## src/rtl/mem_arb_pkg.sv

```systemverilog
// Shared types for the fetch/data memory port arbiter.
package mem_arb_pkg;

    typedef enum logic [2:0] {
        ST_IDLE   = 3'd0,
        ST_BUSY_I = 3'd1,
        ST_BUSY_D = 3'd2,
        ST_RESP_I = 3'd3,
        ST_RESP_D = 3'd4
    } arb_state_t;

    localparam int STARVE_W = 4;
    localparam logic [STARVE_W-1:0] STARVE_ZERO = '0;

endpackage

```

## src/rtl/arb_starve_counter.sv

```systemverilog
// Saturating count of data grants taken while fetch was waiting.
module arb_starve_counter
    import mem_arb_pkg::*;
(
    input  logic                clk,
    input  logic                rst,
    input  logic                clr,
    input  logic                inc,
    input  logic [STARVE_W-1:0] sat_val,
    output logic [STARVE_W-1:0] cnt,
    output logic                at_max
);

    logic [STARVE_W-1:0] r_cnt;

    always_ff @(posedge clk or posedge rst) begin
        if (rst) begin
            r_cnt <= STARVE_ZERO;
        end else if (clr) begin
            r_cnt <= STARVE_ZERO;
        end else if (inc && (r_cnt < sat_val)) begin
            r_cnt <= r_cnt + STARVE_W'(1);
        end
    end

    assign cnt    = r_cnt;
    assign at_max = (r_cnt == sat_val);

endmodule

```

## src/rtl/mem_port_arbiter.sv

```systemverilog
// Shares one single-ported memory between fetch reads and data reads/writes.
// Data wins by default; a starvation counter forces fetch through periodically.
//
//   state   | meaning
//   --------+-------------------------------------------------
//   IDLE    | no transaction; arbitrate pending requests
//   BUSY_I  | fetch read issued, waiting for mem_ack
//   BUSY_D  | data read/write issued, waiting for mem_ack
//   RESP_I  | i_ack pulse, i_rdata valid
//   RESP_D  | d_ack pulse, d_rdata valid (reads)
module mem_port_arbiter
    import mem_arb_pkg::*;
#(
    parameter int ADDR_W     = 32,
    parameter int DATA_W     = 32,
    parameter int STARVE_MAX = 4
) (
    input  logic              clk,
    input  logic              rst,
    input  logic              i_req,
    input  logic [ADDR_W-1:0] i_addr,
    output logic              i_ack,
    output logic [DATA_W-1:0] i_rdata,
    input  logic              d_req,
    input  logic              d_we,
    input  logic [ADDR_W-1:0] d_addr,
    input  logic [DATA_W-1:0] d_wdata,
    output logic              d_ack,
    output logic [DATA_W-1:0] d_rdata,
    output logic              stall_i,
    output logic              stall_d,
    output logic              mem_req,
    output logic              mem_we,
    output logic [ADDR_W-1:0] mem_addr,
    output logic [DATA_W-1:0] mem_wdata,
    input  logic              mem_ack,
    input  logic [DATA_W-1:0] mem_rdata
);

    arb_state_t          r_state;
    arb_state_t          w_state_next;
    logic                w_grant_i;
    logic                w_grant_d;
    logic                w_fetch_due;
    logic                w_at_max;
    logic [STARVE_W-1:0] w_starve_cnt;
    logic                w_starve_inc;
    logic                w_starve_clr;

    logic                r_mem_req;
    logic                r_mem_we;
    logic [ADDR_W-1:0]   r_mem_addr;
    logic [DATA_W-1:0]   r_mem_wdata;
    logic [DATA_W-1:0]   r_i_rdata;
    logic [DATA_W-1:0]   r_d_rdata;

    // A zero threshold would lock data out entirely, so it never forces fetch.
    assign w_fetch_due = w_at_max && (w_starve_cnt != STARVE_ZERO);

    always_ff @(posedge clk or posedge rst) begin
        if (rst) begin
            r_state <= ST_IDLE;
        end else begin
            r_state <= w_state_next;
        end
    end

    always_comb begin
        w_state_next = r_state;
        w_grant_i    = 1'b0;
        w_grant_d    = 1'b0;
        case (r_state)
            ST_IDLE: begin
                if (d_req && !(i_req && w_fetch_due)) begin
                    w_grant_d    = 1'b1;
                    w_state_next = ST_BUSY_D;
                end else if (i_req) begin
                    w_grant_i    = 1'b1;
                    w_state_next = ST_BUSY_I;
                end
            end
            ST_BUSY_I: if (mem_ack) w_state_next = ST_RESP_I;
            ST_BUSY_D: if (mem_ack) w_state_next = ST_RESP_D;
            ST_RESP_I: w_state_next = ST_IDLE;
            ST_RESP_D: w_state_next = ST_IDLE;
            default:   w_state_next = ST_IDLE;
        endcase
    end

    assign w_starve_inc = w_grant_d && i_req;
    assign w_starve_clr = w_grant_i || (w_grant_d && !i_req);

    arb_starve_counter u_starve (
        .clk     (clk),
        .rst     (rst),
        .clr     (w_starve_clr),
        .inc     (w_starve_inc),
        .sat_val (STARVE_W'(STARVE_MAX)),
        .cnt     (w_starve_cnt),
        .at_max  (w_at_max)
    );

    always_ff @(posedge clk or posedge rst) begin
        if (rst) begin
            r_mem_req   <= 1'b0;
            r_mem_we    <= 1'b0;
            r_mem_addr  <= '0;
            r_mem_wdata <= '0;
            r_i_rdata   <= '0;
            r_d_rdata   <= '0;
        end else begin
            if (w_grant_d) begin
                r_mem_req   <= 1'b1;
                r_mem_we    <= d_we;
                r_mem_addr  <= d_addr;
                r_mem_wdata <= d_wdata;
            end else if (w_grant_i) begin
                r_mem_req   <= 1'b1;
                r_mem_we    <= 1'b0;
                r_mem_addr  <= i_addr;
                r_mem_wdata <= '0;
            end
            // Stray acks outside BUSY never reach here.
            if (mem_ack && (r_state == ST_BUSY_I)) begin
                r_mem_req <= 1'b0;
                r_i_rdata <= mem_rdata;
            end
            if (mem_ack && (r_state == ST_BUSY_D)) begin
                r_mem_req <= 1'b0;
                if (!r_mem_we) r_d_rdata <= mem_rdata;
            end
        end
    end

    assign i_ack     = (r_state == ST_RESP_I);
    assign d_ack     = (r_state == ST_RESP_D);
    assign stall_i   = i_req && !i_ack;
    assign stall_d   = d_req && !d_ack;
    assign i_rdata   = r_i_rdata;
    assign d_rdata   = r_d_rdata;
    assign mem_req   = r_mem_req;
    assign mem_we    = r_mem_we;
    assign mem_addr  = r_mem_addr;
    assign mem_wdata = r_mem_wdata;

endmodule
```

## config.mk

```make
export PLATFORM = sky130hd
export DESIGN_NAME = mem_port_arbiter
export DESIGN_NICKNAME = d
export VERILOG_FILES = /design/src/rtl/mem_arb_pkg.sv /design/src/rtl/arb_starve_counter.sv /design/src/rtl/mem_port_arbiter.sv
export SDC_FILE = /design/constraint.sdc
export NUM_CORES = 1
export LEC_CHECK = 0
export CORE_MARGIN = 2
export CORE_UTILIZATION = 37
export DETAILED_ROUTE_END_ITERATION = 7
export PLACE_DENSITY = 0.76
export SLEW_MARGIN = 20
export SYNTH_ARGS = -nofsm -noshare
export SYNTH_HDL_FRONTEND = slang
export SYNTH_SLANG_ARGS = --single-unit
```

## constraint.sdc

```tcl
create_clock -name clk -period 4.4 [get_ports clk]
set_input_delay 0.44 -clock clk [delete_from_list [all_inputs] [get_ports clk]]
set_output_delay 0.44 -clock clk [all_outputs]
set_load 0.05 [all_outputs]
```

==> metrics.md <==
| Metric | Value |
|---|---|
| Run status | `finished, final reports clean` |
| DRC | `0` |
| CP arrival | `3420 ps` |
| Slew Limit Fails | `0` |
| Worst slew margin | `26.9%` |
| Port Buffers | `267` |
| Die Ht | `129 um` |
| Post-Syn Instances | `456` |
| Share of cells above drive strength 1 | `15.7%` |
| Post-route minimum period | `3130 ps` |
| Postcts setup bufs | `0` |
| Die footprint | `16,600 um^2` |
| Final hold slack | `441 ps` |
| Pwr Total | `8.34 mW` |
| FP Rows | `45` |
| Crit path kind | `in -> reg` |
| Synth Cell Area | `5760 um^2` |
| Worst-case clock buffer depth | `2` |
| Fmax | `0.320 GHz` |
| Cell area after layout | `9150 um^2` |
| Main combinational cell family by area after synthesis | `compound AO/OA/AOI/OAI gates` |
| Top Ports | `268` |
| Drt initial violations | `235` |
| Number of global-route vias before repair | `5,063` |
| Post-DRT Antenna Nets | `0` |
| P&R area growth vs syn | `58.7%` |
| Peak VDD IR | `484 uV` |
| Core area | `15,200 um^2` |
| # nets final | `845` |
| Largest net degree at the start of global routing | `56` |
| Most common flop cell mapped by yosys | `dfrtp_1` |
| Die width | `129 um` |
| CTS Sinks | `137` |
| Wire per inst | `18.8 um` |
| Worst setup EP type | `register` |
| Vias | `4,830` |
| Post-synthesis compound-gate area fraction | `16.7%` |
| Avg Inst Size Synth | `12.6 um^2` |
| TritonCTS buffer count | `17` |
| First-pass GRT wire length | `26,400 um` |
| R2r startpoint | `r_state[1]$_DFFE_PP0P_` |
| Synth Register Bits | `137` |
| Register area share after synthesis | `59.5%` |
| XOR/XNOR Fraction of Synth Area | `0.152%` |
| Final Hold Fails | `0` |
| Clock root buffer | `clkbuf_16` |
| Total of max-cap violations | `0` |
| Area post-placement | `8540 um^2` |
| Post-route clock period utilization | `71.0%` |
| Synth Area in Simple Gates | `6.32%` |
| Global route overflow | `0` |
| Post-Place Cells | `877` |
| Count of cell types in the netlist | `38` |
| Clock-pin slew on the worst setup and hold paths | `60 ps` |
| Fillers | `1,211` |
| Adder-cell share of the synthesized area | `0.434%` |
| Crit-path max FO | `34` |
| Post-Layout Cell Count | `910` |
| Ant. Diodes | `0` |
| WP data required | `4690 ps` |
| Layout Skew | `5.74 ps` |
| Leakage | `3.73 nW` |
| Worst min-delay path category | `in -> async` |
| Worst Tran Pin Value | `1090 ps` |
| Placer's final routability congestion estimate | `0.813` |
| Initial DRT Pass Iterations | `4` |
| CTS tree | `done` |
| Net Count, Synth | `592` |
| Post-CTS Resized | `0` |
| Storage cell area | `3430 um^2` |
| Post-synth EDFFs | `0` |
| CP startpoint kind | `input port` |
| Via/cell ratio | `5.31` |
| Setup TNS | `0 ps` |
| Initial antenna violation count | `0` |
| Pwr/cell area | `911 nW/um^2` |
| RSZ-0062 raised after global routing | `false` |
| Post-synth ARST share | `100%` |
| Crit path launch | `d_req` |
| Multi-input logic area | `2100 um^2` |
| Drt total wl | `17,100 um` |
| Mux cell area share after synthesis | `12.5%` |
| Insertion delay to the later sink of the worst-skew pair | `410 ps` |
| Detailed placement HPWL | `11,900 um` |
| Synth Warn # | `0` |
| # setup viols final | `0` |
| # H-tree levels | `4` |
| Initial core utilization | `37.9%` |
| GR Util All Layers | `20.5%` |
| Hold-fix buffers, CTS | `0` |
## kinds of logic after synthesis
logic type      after synthesis
fa+ha+maj                     2
mux                          64
buf+inv                      49
flops                       137
xor+xnor                      1
compound gates              142
simple gates                 61
## cells in the mapped netlist (2+ instances only)
library cell,count,area [um^2]
buf_1,3,11.3
mux2_2,63,709
buf_2,11,55.1
clkbuf_1,20,75.1
buf_4,3,22.5
nor2_1,8,30.0
or3_1,2,12.5
a31oi_1,33,206
and2_1,2,12.5
buf_6,6,67.6
inv_1,5,18.8
o31ai_1,32,240
o21ai_0,3,15.0
nand3_1,32,160
nand2_1,3,11.3
nand4b_1,2,17.5
a22o_1,33,289
ha_1,2,25.0
a21oi_1,38,190
dfrtp_1,137,3430
## where the power goes
part           switching (mW)  leakage, nW  internal [mW]
Combinational            3.04         1.81           1.68
Sequential              0.383         1.64           1.86
Clock                   0.528        0.282          0.854
Total                    3.95         3.73           4.39
## stage by stage
| stage | util (%) | setup slack (ps) |
|---|---|---|
| floorplan | - | 292 |
| global placement | 56.2 | 991 |
| detailed placement | 56.2 | 862 |
| CTS | 60.0 | 1320 |
| global route | 60.2 | 1110 |
| finish | 60.2 | 1270 |
## worst paths after layout
| path | endpoint | slack, ps | depth (start not counted) |
|---|---|---|---|
| setup / recovery | mem_wdata[31]$_DFFE_PP0P_ | 1270 | 4 |
| hold / removal | i_rdata[10]$_DFFE_PP0P_ | 440 | 2 |
| setup reg to reg | mem_wdata[31]$_DFFE_PP0P_ | 1980 | 4 |
| hold reg to reg | mem_wdata[15]$_DFFE_PP0P_ | 500 | 1 |
| max in group asynchronous | mem_wdata[12]$_DFFE_PP0P_ | 2980 | 3 |
| min in group clk | mem_wdata[15]$_DFFE_PP0P_ | 500 | 1 |
## cell type report
class,instances,area share (%)
Sequential cell,137,37.5
Timing Repair Buffer,277,30.2
Multi-Input combinational cell,270,23.0
Clock buffer,23,5.44
Tap cell,188,2.57
Clock inverter,9,0.971
Inverter,6,0.301
## state kept, by name (all words and copies together) (netlist names)
register      cells
r_state           3
mem_wdata        32
u_starve.cnt      4
mem_we            1
mem_addr         32
mem_req           1
i_rdata          32
d_rdata          32
## critical path, stage by stage
cell	delay [ps]
clkdlybuf4s50_1	960
or2_2	680
nand2_1	820
a22o_1	490
## per-layer routing
layer,GRT usage (%),share of wire (%),up-vias
li1,-,-,2221
met1,24.7,39,2378
met2,35.3,52,203
met3,4.99,5.8,28
met4,8.76,2.5,0
met5,0,0,-
## cell usage in the layout, fill, tap and decap left out, types with 2 or more instances in the layout
cell type,instances
buf_4,9
a22o_1,33
clkinv_2,2
nor2_1,6
mux2_2,63
nand3_1,32
inv_6,2
clkbuf_8,5
nor2_4,2
a31oi_1,33
or3_1,2
a21oi_1,38
dfrtp_1,137
clkinv_4,2
nand4b_1,2
ha_1,2
o21ai_0,3
and2_1,2
nor3_4,2
clkbuf_16,17
clkinvlp_4,3
clkdlybuf4s50_1,266
nand2_1,3
inv_1,4
o31ai_1,32
Note: power is estimated with default switching activity, not from simulation.
